==> config.mk <==
export PLATFORM = sky130hd
export DESIGN_NAME = gpmc_sync_master
export DESIGN_NICKNAME = d
export VERILOG_FILES = /design/src/rtl/gpmc_pkg.sv /design/src/rtl/gpmc_sync_master.sv
export SDC_FILE = /design/constraint.sdc
export NUM_CORES = 1
export LEC_CHECK = 0
export BUFFER_PORTS_ARGS = -buffer_cell sky130_fd_sc_hd__buf_2
export CAP_MARGIN = 20
export CORE_UTILIZATION = 54
export CTS_BUF_LIST = sky130_fd_sc_hd__clkbuf_4
export DETAILED_ROUTE_END_ITERATION = 10
export PLACE_DENSITY_LB_ADDON = 0.12
export SLEW_MARGIN = 20
export SYNTH_ARGS = -nofsm -noshare
export SYNTH_HDL_FRONTEND = slang
export SYNTH_SLANG_ARGS = --single-unit
==> constraint.sdc <==
create_clock -name clk -period 3.1 [get_ports clk]
set_input_delay 0.62 -clock clk [delete_from_list [all_inputs] [get_ports clk]]
set_output_delay 0.62 -clock clk [all_outputs]
set_load 0.01 [all_outputs]
==> src/rtl/gpmc_pkg.sv <==
// Shared types and constants for the synchronous GPMC initiator.
package gpmc_pkg;

  localparam int GPMC_AD_WIDTH    = 16;
  localparam int GPMC_RD_WAIT_MAX = 15;

  typedef enum logic [1:0] {
    IDLE,
    ADDR,
    DATA,
    END
  } gpmc_state_t;

endpackage

==> src/rtl/gpmc_sync_master.sv <==
// Synchronous address/data-multiplexed GPMC initiator with a single-outstanding
// request/response host port; gpmc_clk runs at clk/2 and bus outputs move on its rising edge.
module gpmc_sync_master
  import gpmc_pkg::*;
#(
  parameter int ADDR_WIDTH = 16,
  parameter int DATA_WIDTH = 16,
  parameter int RD_WAIT    = 2
) (
  input  logic                     clk,
  input  logic                     rst,
  input  logic                     req_valid,
  output logic                     req_ready,
  input  logic                     req_write,
  input  logic [ADDR_WIDTH:0]      req_addr,
  input  logic [DATA_WIDTH-1:0]    req_wdata,
  output logic                     rsp_valid,
  output logic [DATA_WIDTH-1:0]    rsp_rdata,
  output logic                     gpmc_clk,
  output logic                     gpmc_cs_n,
  output logic                     gpmc_adv_n,
  output logic                     gpmc_we_n,
  output logic                     gpmc_oe_n,
  output logic [GPMC_AD_WIDTH-1:0] gpmc_ad_out,
  output logic                     gpmc_ad_oe,
  input  logic [GPMC_AD_WIDTH-1:0] gpmc_ad_in
);

  localparam int                   WAIT_BITS = $clog2(GPMC_RD_WAIT_MAX + 1);
  localparam logic [WAIT_BITS-1:0] WAIT_LAST = WAIT_BITS'(RD_WAIT);

  gpmc_state_t              state;
  gpmc_state_t              next_state;
  logic                     pending;
  logic                     write_q;
  logic [ADDR_WIDTH-1:0]    addr_q;
  logic [DATA_WIDTH-1:0]    wdata_q;
  logic [WAIT_BITS-1:0]     wait_cnt;
  logic                     rise;
  logic                     last_wait;
  logic                     cs_n_d;
  logic                     adv_n_d;
  logic                     we_n_d;
  logic                     oe_n_d;
  logic                     ad_oe_d;
  logic [GPMC_AD_WIDTH-1:0] ad_out_d;
  logic                     unused_ok;

  // Byte-address bit 0 is dropped; upper AD input bits are unused when DATA_WIDTH < 16.
  assign unused_ok = ^{req_addr[0], gpmc_ad_in};

  assign rise      = ~gpmc_clk;
  assign req_ready = (state == IDLE) && !pending;
  assign last_wait = (wait_cnt == WAIT_LAST);

  always_ff @(posedge clk or posedge rst) begin
    if (rst) begin
      state <= IDLE;
    end else if (rise) begin
      state <= next_state;
    end
  end

  always_comb begin
    next_state = state;
    case (state)
      IDLE:    if (pending) next_state = ADDR;
      ADDR:    next_state = DATA;
      DATA:    if (write_q || last_wait) next_state = END;
      END:     next_state = IDLE;
      default: next_state = IDLE;
    endcase
  end

  // Bus levels are decoded from the state being entered so they register on the same rise edge.
  always_comb begin
    cs_n_d   = 1'b1;
    adv_n_d  = 1'b1;
    we_n_d   = 1'b1;
    oe_n_d   = 1'b1;
    ad_oe_d  = 1'b0;
    ad_out_d = '0;
    case (next_state)
      ADDR: begin
        cs_n_d   = 1'b0;
        adv_n_d  = 1'b0;
        ad_oe_d  = 1'b1;
        ad_out_d = GPMC_AD_WIDTH'(addr_q);
      end
      DATA: begin
        cs_n_d = 1'b0;
        if (write_q) begin
          we_n_d   = 1'b0;
          ad_oe_d  = 1'b1;
          ad_out_d = GPMC_AD_WIDTH'(wdata_q);
        end else begin
          oe_n_d = 1'b0;
        end
      end
      default: ;
    endcase
  end

  always_ff @(posedge clk or posedge rst) begin
    if (rst) begin
      gpmc_cs_n   <= 1'b1;
      gpmc_adv_n  <= 1'b1;
      gpmc_we_n   <= 1'b1;
      gpmc_oe_n   <= 1'b1;
      gpmc_ad_oe  <= 1'b0;
      gpmc_ad_out <= '0;
    end else if (rise) begin
      gpmc_cs_n   <= cs_n_d;
      gpmc_adv_n  <= adv_n_d;
      gpmc_we_n   <= we_n_d;
      gpmc_oe_n   <= oe_n_d;
      gpmc_ad_oe  <= ad_oe_d;
      gpmc_ad_out <= ad_out_d;
    end
  end

  // Read data is captured on the fall edge of the final DATA cycle, where the responder has settled.
  always_ff @(posedge clk or posedge rst) begin
    if (rst) begin
      gpmc_clk  <= 1'b0;
      pending   <= 1'b0;
      write_q   <= 1'b0;
      addr_q    <= '0;
      wdata_q   <= '0;
      wait_cnt  <= '0;
      rsp_valid <= 1'b0;
      rsp_rdata <= '0;
    end else begin
      gpmc_clk  <= ~gpmc_clk;
      rsp_valid <= 1'b0;
      if (req_valid && req_ready) begin
        pending <= 1'b1;
        write_q <= req_write;
        addr_q  <= req_addr[ADDR_WIDTH:1];
        wdata_q <= req_wdata;
      end
      if (rise) begin
        if ((state == IDLE) && (next_state == ADDR)) pending <= 1'b0;
        wait_cnt  <= ((state == DATA) && (next_state == DATA)) ? wait_cnt + 1'b1 : '0;
        rsp_valid <= (next_state == END) && (state != END);
      end else if ((state == DATA) && !write_q && last_wait) begin
        rsp_rdata <= gpmc_ad_in[DATA_WIDTH-1:0];
      end
    end
  end

endmodule

==> reports/results.ini, run 1 <==
[timing]
tightest_slew_ps = 851
period_share_pct = 87.6
tns_ps = 0
relSlewSlack_pct = 43.2
fin_crit_ps = 2720
fmax_mhz = 368
fin_worst_skew_ps = 19.1
hold_violations = 0
slew_viol_final = 0
setup_violations = 0
rsz0062_at_grt = false

[clock_network]
cts_sinks = 79
cts_inserted_buffers = 9
holdBufCountCts = 0
cts_setup_buffers = 0
clockBufferDepth = 2
root_buffer = clkbuf_4
cts_tree = yes
cts-resized-gates = 0
clock_latency_ps = 400
clkTransAtPathRegs_ps = 120
h-tree-depth = 3

[synthesis]
synthAdderAreaFrac_pct = 3.44
synth_area_leaders = dfrtp_1 (57%), mux2_2 (17%), a22oi_1 (3.7%), ha_1 (3.4%), o21ai_0 (3.4%)
synth_compound_area_share_pct = 9.84
synthMuxAreaShare_pct = 17.2
yosysMostFrequentCell = dfrtp_1
netlist_area_um2 = 3270
synth_simple_gate_area_share_pct = 5.66
synthDistinctLibCells = 30
syn_nets = 311
synth_xor_area_share_pct = 0
synth_top_family_by_area = multiplexers
synth_top_area_share_pct = 57.4
netlist_top_cells_count = dfrtp_1 (75), mux2_2 (50), nand2_1 (25)
yosysTopAreaCell = dfrtp_1
synth-async-reset-ratio_pct = 100
netlist_instances = 249
synthFlopType = dfrtp_1
synth_warnings = 0
synth-seq-cells = 79
synth_edf_count = 0
ys_seq_area_share_pct = 60.6
syn_avg_cell_area_um2 = 13.1

[power]
pwr-share-seq_pct = 47.7
pwr-share-comb_pct = 31.5
p_sw_mw = 1.03
power.total_mw = 3.24
powerDensity_nw_per_um2 = 822
swShare_pct = 31.9
clockPowerShare_pct = 20.8
vdd_drop_max_mv = 0.494
p_int_mw = 2.21
leakage_nw = 2.01

[grt]
antenna_found_initial = 0
grt_max_degree = 48
first_global_vias = 2255
grt_pass1_wl_mm = 10.3
grt_overflow = 0
grt_use_total_pct = 21.6

[flow_run]
drv_cap = 0

[layout]
antenna_cells = 0
area_growth_pct = 20.7
nets = 404
fillers = 447
drive_gt1_share_pct = 49.0

[status]
status = completed

[worst_hold_path]
hp-class = input port to async pin

[critical_path]
crit_type = flip-flop to flip-flop
cp.required_ps = 3370
cp_max_fo = 18
critPathLaunchType = flip-flop
critPathCaptureType = flip-flop
worstPathArrival_ps = 2990

[floorplanning]
pin_count = 93
die_w_um = 79.8
die_area_um2 = 6370
initial_utilization_pct = 57.6
rows = 27
fp.dieH_um = 79.8
core_um2 = 5680

[detailed_routing]
via_per_inst = 5.28
totalWireLength_mm = 6.21
firstDrtPassIters = 4
avgRoutedWirePerCell_um = 14.8
drt_iter0_drc = 92
route.vias.total = 2214
final_antenna_net_count = 0
drc_errors = 0

[placed_design]
io_buffers = 91
hpwl_mm = 4.17
place.gp.congestion = 0.722

-- kinds of logic after synthesis --
family | count (synthesis)
adder cells (fa/ha/maj) | 9
buffers and inverters | 22
multiplexers | 50
AND/OR/NAND/NOR | 38
flip-flops | 79
AO/OA/AOI/OAI | 51
-- flip-flops by register name, indices dropped and copies added (netlist names), 2 cells and up --
register     cells
addr_q          16
gpmc_ad_out     16
rsp_rdata       16
state            2
wait_cnt         4
wdata_q         16
-- layout by cell type, fill, tap and decap left out, types with 2 or more instances in the layout --
cell type / netlist / layout
nand2_1: 25 / 25
dfstp_2: 4 / 4
mux2_2: 50 / 50
clkinv_2: 0 / 2
bufinv_16: 0 / 2
o21ai_0: 22 / 22
buf_4: 0 / 5
o31ai_1: 3 / 3
a31oi_1: 2 / 2
a21oi_1: 3 / 3
dfrtp_1: 75 / 75
inv_1: 7 / 6
buf_2: 4 / 91
clkbuf_4: 0 / 10
a22oi_1: 16 / 16
nor2_1: 4 / 4
ha_1: 9 / 9
-- metrics by stage --
step                      hold slack [ps]  utilization, %  setup slack (ps)  std cells  area, um2
after floorplan                       480               -               463        249       3270
after global placement                461            66.7               530        403       3790
after detailed placement              471            66.7               431        403       3790
after CTS                             338            69.5               399        419       3950
after global routing                  386            69.5               147        419       3950
final                                 318            69.5               383        419       3950
-- path summary, 6_finish.rpt --
kind	from	endpoint	slack, ps	cells after the start
worst max-delay path	state[0]	gpmc_ad_out[14]	380	9
worst min-delay path	rst	rsp_rdata[2]	320	2
worst max register to register	state[0]	gpmc_ad_out[14]	380	9
worst min register to register	gpmc_ad_out[11]	gpmc_ad_out[11]	500	2
max in group asynchronous	rst	addr_q[10]	2000	3
min in group clk	req_addr[9]	addr_q[8]	430	2
-- routing by layer --
metal  part of all wire (%)  vias up  track usage, %
met1                     45     1089            26.6
met4                   0.77        0            8.04
met5                      0        -               0
met3                    5.1        5            4.69
li1                       -     1062               -
met2                     49       58            37.1
-- power groups by stage --
stage / clock network (mW) / registers (mW) / logic, mW
floorplan: 0 / 1.57 / 0.688
global placement: 0 / 1.55 / 0.990
detailed placement: 0 / 1.57 / 1.02
CTS: 0.693 / 1.55 / 1.03
global route: 0.721 / 1.59 / 1.15
finish: 0.674 / 1.55 / 1.02
-- worst max-delay path, cell delays in order (launching register included) --
cell	delay, ps
dfrtp_1	460
inv_1	120
ha_1	240
nand2_1	130
o31ai_1	400
o22ai_1	150
ha_1	270
and2_1	450
a22oi_1	280
o21ai_0	100
-- final cells by class --
class                   count  area (um2)  share of cell area (%)
repair buffers             96         493                    12.5
clock inverters             6        85.1                    2.16
flip-flops and latches     79        1980                    50.2
well taps                  72        90.1                    2.28
multi-input cells         148        1190                    30.1
inverters                   8        33.8                   0.856
clock buffers              10        75.1                    1.90
No activity file was read; power rests on OpenSTA's default activity.
==> run 2: changes to the inputs <==
--- a/config.mk
+++ b/config.mk
@@ -10,6 +10,7 @@
 export CORE_UTILIZATION = 54
 export CTS_BUF_LIST = sky130_fd_sc_hd__clkbuf_4
 export DETAILED_ROUTE_END_ITERATION = 10
+export MAX_ROUTING_LAYER = met4
 export PLACE_DENSITY_LB_ADDON = 0.12
 export SLEW_MARGIN = 20
 export SYNTH_ARGS = -nofsm -noshare
==> run 2 against run 1 <==
- global-route usage is 0.61 points higher
- die area stayed put
- routed wire length hardly changed
- combinational power hardly changed
- final area stayed put
- total power hardly changed
- sequential cell count stayed put
- worst setup slack hardly changed
- core utilization stayed put
- clock skew hardly changed
- non-clock buffer count stayed put
- sequential share of layout area stayed put
- critical path type unchanged
==> reports/results.ini, run 2 (synthesis results as in run 1) <==
[critical_path]
critPathLaunchType = flip-flop
critPathMostFrequentCell = ha_1
max_stage_delay_ps = 460
cp_max_fo = 18
crit_slowest_cell = dfrtp_1
worstPathArrival_ps = 2990
crit_type = flip-flop to flip-flop
r2r_setup_slack_ps = 380
cp.required_ps = 3370
reg2reg_from = state[0]
path_cells = inv_1, ha_1, nand2_1, o31ai_1, o22ai_1, ha_1, and2_1, a22oi_1, o21ai_0
regToRegEndpoint = gpmc_ad_out[14]
critPathCaptureType = flip-flop
ff2ff_path_depth = 9

[power]
power.total_mw = 3.24
leakage_nw = 2.01
p_int_mw = 2.21
vdd_drop_max_mv = 0.494
p_sw_mw = 1.04
pwr-share-seq_pct = 47.7
pwr-share-comb_pct = 31.5
clockPowerShare_pct = 20.8
swShare_pct = 31.9
powerDensity_nw_per_um2 = 822

[timing]
hold_violations = 0
fin_crit_ps = 2720
fmax_mhz = 368
slew_viol_final = 0
fin_worst_skew_ps = 19.1
relSlewSlack_pct = 43.1
rsz0062_at_grt = false
period_share_pct = 87.6
tightest_slew_ps = 852
tns_ps = 0
setup_violations = 0

[detailed_routing]
via_per_inst = 5.28
drt_iter0_drc = 93
firstDrtPassIters = 4
totalWireLength_mm = 6.22
route.vias.total = 2214
final_antenna_net_count = 0
avgRoutedWirePerCell_um = 14.8
drc_errors = 0

[worst_hold_path]
hp-class = input port to async pin

[layout]
instances_no_fill = 419
nets = 404
mostFrequentLayoutCell = buf_2
drive_gt1_share_pct = 49.0
antenna_cells = 0
fillers = 447
layout.cells.most_common_list = buf_2 (91), dfrtp_1 (75), mux2_2 (50), nand2_1 (25), o21ai_0 (22)
area_growth_pct = 20.7

[clock_network]
cts_sinks = 79
cts-resized-gates = 0
cts_tree = yes
h-tree-depth = 3
cts_inserted_buffers = 9
clock_latency_ps = 400
cts_setup_buffers = 0
holdBufCountCts = 0
clockBufferDepth = 2
clkTransAtPathRegs_ps = 120
root_buffer = clkbuf_4

[placed_design]
place.gp.congestion = 0.730
hpwl_mm = 4.17
dp.cells = 403
io_buffers = 91

[floorplanning]
rows = 27
pin_count = 93
fp.dieH_um = 79.8
core_um2 = 5680
die_area_um2 = 6370
initial_utilization_pct = 57.6
die_w_um = 79.8

[grt]
grt_use_total_pct = 22.2
grt_max_degree = 48
antenna_found_initial = 0
first_global_vias = 2255
grt_overflow = 0
grt_pass1_wl_mm = 10.3

[status]
status = completed

[flow_run]
drv_cap = 0

## run 2: worst max-delay path by stage
stage	startpoint	endpoint	slack (ps)
6_report	state[0]	gpmc_ad_out[14]	380
5_1_grt	state[0]	gpmc_ad_out[3]	150
4_1_cts	state[0]	gpmc_ad_out[14]	400
3_5_place_dp	state[0]	gpmc_ad_out[3]	430
3_3_place_gp	state[0]	gpmc_ad_out[0]	530
2_1_floorplan	rst	addr_q[0]	460
## run 2: area by class of cell
class,count,area [um2],share of cell area (%)
Multi-Input combinational cell,148,1190,30.1
Clock buffer,10,75.1,1.90
Inverter,8,33.8,0.856
Timing Repair Buffer,96,493,12.5
Sequential cell,79,1980,50.2
Clock inverter,6,85.1,2.16
Tap cell,72,90.1,2.28
## run 2: critical path: cells and delay by family, from the launching register on
family	cells	cell delay, ps
AO/OA/AOI/OAI	4	930
adder cells (fa/ha/maj)	2	510
buffers and inverters	1	120
flip-flops	1	460
AND/OR/NAND/NOR	2	580
## run 2: power by group through the flow
stage,Clock [mW],Sequential (mW),Combinational [mW]
floorplan,0,1.57,0.688
global placement,0,1.55,0.990
detailed placement,0,1.57,1.02
CTS,0.693,1.55,1.03
global route,0.721,1.59,1.15
finish,0.674,1.55,1.02
## run 2: layer usage
layer  GRT usage, %  up-vias  routed length, um
li1               -     1062                  -
met1           27.0     1089               2830
met2           37.1       58               3060
met3           4.11        5                283
met4           8.04        0                 48
met5              -        -                  0
## run 2: per-stage QoR
step	utilization [%]	hold slack [ps]	cell area [um2]	setup slack (ps)
CTS	69.5	338	3950	399
finish	69.5	318	3950	383
global placement	66.7	461	3790	530
floorplan	-	480	3270	463
global route	69.5	386	3950	147
detailed placement	66.7	471	3790	431
==> run 3: changes to the inputs <==
--- a/config.mk
+++ b/config.mk
@@ -5,13 +5,15 @@
 export SDC_FILE = /design/constraint.sdc
 export NUM_CORES = 1
 export LEC_CHECK = 0
+export ABC_AREA = 1
 export BUFFER_PORTS_ARGS = -buffer_cell sky130_fd_sc_hd__buf_2
 export CAP_MARGIN = 20
-export CORE_UTILIZATION = 54
+export CORE_UTILIZATION = 55
 export CTS_BUF_LIST = sky130_fd_sc_hd__clkbuf_4
 export DETAILED_ROUTE_END_ITERATION = 10
 export MAX_ROUTING_LAYER = met4
 export PLACE_DENSITY_LB_ADDON = 0.12
+export SKIP_CTS_REPAIR_TIMING = 1
 export SLEW_MARGIN = 20
 export SYNTH_ARGS = -nofsm -noshare
 export SYNTH_HDL_FRONTEND = slang
==> run 3 against run 2 <==
- hold slack better by 42 ps
- final area up 4.9%
- sequential share of layout area down 2.3 points
- count of clock-buffer cells in the layout unchanged
- core utilization down 1.2 points
- via count up 29%
- synthesized area up 8.8%
- maximum frequency up 16%
==> reports/results.ini, run 3 <==
[critical_path]
critPathLaunchType = flip-flop
cp.required_ps = 2480
critPathCaptureType = primary output
cp_top_family = flip-flops
worstPathArrival_ps = 1720
cp_max_fo = 12
crit_type = flip-flop to primary output
crit_buf_inv = 3
crit_slowest_cell = dfrtp_1
path_cells = inv_1, ha_1, inv_1, nor2_4, buf_2
max_stage_delay_ps = 440
critPathMostFrequentCell = inv_1

[timing]
tns_ps = 0
fin_worst_skew_ps = 18.0
hold_slack_ps = 360
rsz0062_at_grt = false
fmax_mhz = 427
setup_violations = 0
hold_violations = 0
tightest_slew_ps = 920
setup_ws_ps = 759
fin_crit_ps = 2340
period_share_pct = 75.5
slew_viol_final = 0
relSlewSlack_pct = 38.6

[layout]
drive_gt1_share_pct = 27.5
area_growth_pct = 16.4
mostFrequentLayoutCell = nand2_1
nets = 562
final_area_um2 = 4140
final_util_pct = 68.3
antenna_cells = 0
instances_no_fill = 580
layout.cells.most_common_list = nand2_1 (192), buf_2 (91), dfrtp_1 (75), nand3_1 (31), inv_1 (27)

[worst_hold_path]
hp-class = input port to async pin

[synthesis]
yosysMostFrequentCell = nand2_1
synth_top_family_by_area = simple AND/OR/NAND/NOR gates
synthMuxAreaShare_pct = 0
synth_top_area_share_pct = 52.8
synthFlopType = dfrtp_1
synth-seq-cells = 79
yosysTopAreaCell = dfrtp_1
synthAdderAreaFrac_pct = 3.17
synth_area_leaders = dfrtp_1 (53%), nand2_1 (20%), nand3_1 (4.4%), o21ai_2 (3.9%), ha_1 (3.2%)
netlist_top_cells_count = nand2_1 (192), dfrtp_1 (75), nand3_1 (31)
synth_simple_gate_area_share_pct = 28.4
netlist_instances = 414
netlist_area_um2 = 3560
syn_nets = 476
syn_avg_cell_area_um2 = 8.59
synth_xor_area_share_pct = 0
synth_warnings = 0
synth_compound_area_share_pct = 5.81
synth_edf_count = 0
ys_seq_area_share_pct = 55.7
synth-async-reset-ratio_pct = 100
synthDistinctLibCells = 23

[grt]
grt_use_total_pct = 23.2
antenna_found_initial = 0
first_global_vias = 2594
grt_overflow = 0
grt_pass1_wl_mm = 11.4
grt_max_degree = 57

[floorplanning]
die_area_um2 = 6790
pin_count = 93
core_um2 = 6060
initial_utilization_pct = 58.7
rows = 28
die_w_um = 82.4
fp.dieH_um = 82.4

[detailed_routing]
route.vias.total = 2853
firstDrtPassIters = 4
final_antenna_net_count = 0
drt_iter0_drc = 145
via_per_inst = 4.92
drc_errors = 0
avgRoutedWirePerCell_um = 12.1
totalWireLength_mm = 7.00

[power]
powerDensity_nw_per_um2 = 802
vdd_drop_max_mv = 0.496
leakage_nw = 2.38
power.total_mw = 3.32

[placed_design]
dp.cells = 564
hpwl_mm = 4.87
place.gp.congestion = 0.812
place_worst_setup_slack_ps = 940
io_buffers = 91
placed_area_um2 = 4000

[clock_network]
clockBufferDepth = 2
clock_latency_ps = 420
cts_tree = yes
h-tree-depth = 3
clkTransAtPathRegs_ps = 120
cts_sinks = 79
root_buffer = clkbuf_4
cts_inserted_buffers = 9

[flow_run]
drv_cap = 0

[status]
status = completed

[run 3: power by group]
part	internal [mW]	switching, mW	leakage, nW
Combinational	0.424	0.687	1.36
Sequential	1.41	0.202	0.943
Clock	0.252	0.349	0.0761
Total	2.08	1.24	2.38
[run 3: cell type report]
cell class / instances / area (um2)
timing repair buffer: 95 / 485
clock inverter: 6 / 61.3
multi-input combinational: 285 / 1330
clock buffer: 10 / 75.1
fill: 498 / 1920
inverter: 30 / 114
tap: 75 / 93.8
sequential: 79 / 1980
[run 3: layer usage]
metal | vias to the layer above | routed length, um | global-route usage [%]
li1 | 1449 | - | -
met1 | 1322 | 3300 | 28.9
met2 | 74 | 3200 | 36.8
met3 | 8 | 421 | 5.71
met4 | 0 | 84 | 8.77
met5 | - | 0 | -
[run 3: worst paths after layout]
| kind | start | end | slack [ps] | depth (start not counted) |
|---|---|---|---|---|
| min | rst | wait_cnt[3] | 360 | 2 |
| max reg2reg | state[0] | gpmc_ad_out[15] | 960 | 11 |
| min reg2reg | wdata_q[8] | wdata_q[8] | 480 | 2 |
| max in group asynchronous | rst | gpmc_ad_out[1] | 2030 | 3 |
| min in group clk | req_addr[8] | addr_q[7] | 420 | 3 |
| max | state[0] | req_ready | 760 | 5 |
[run 3: logic make-up after synthesis]
logic type / count (synthesis)
AND/OR/NAND/NOR: 247
flip-flops: 79
buffers and inverters: 50
AO/OA/AOI/OAI: 29
adder cells (fa/ha/maj): 9
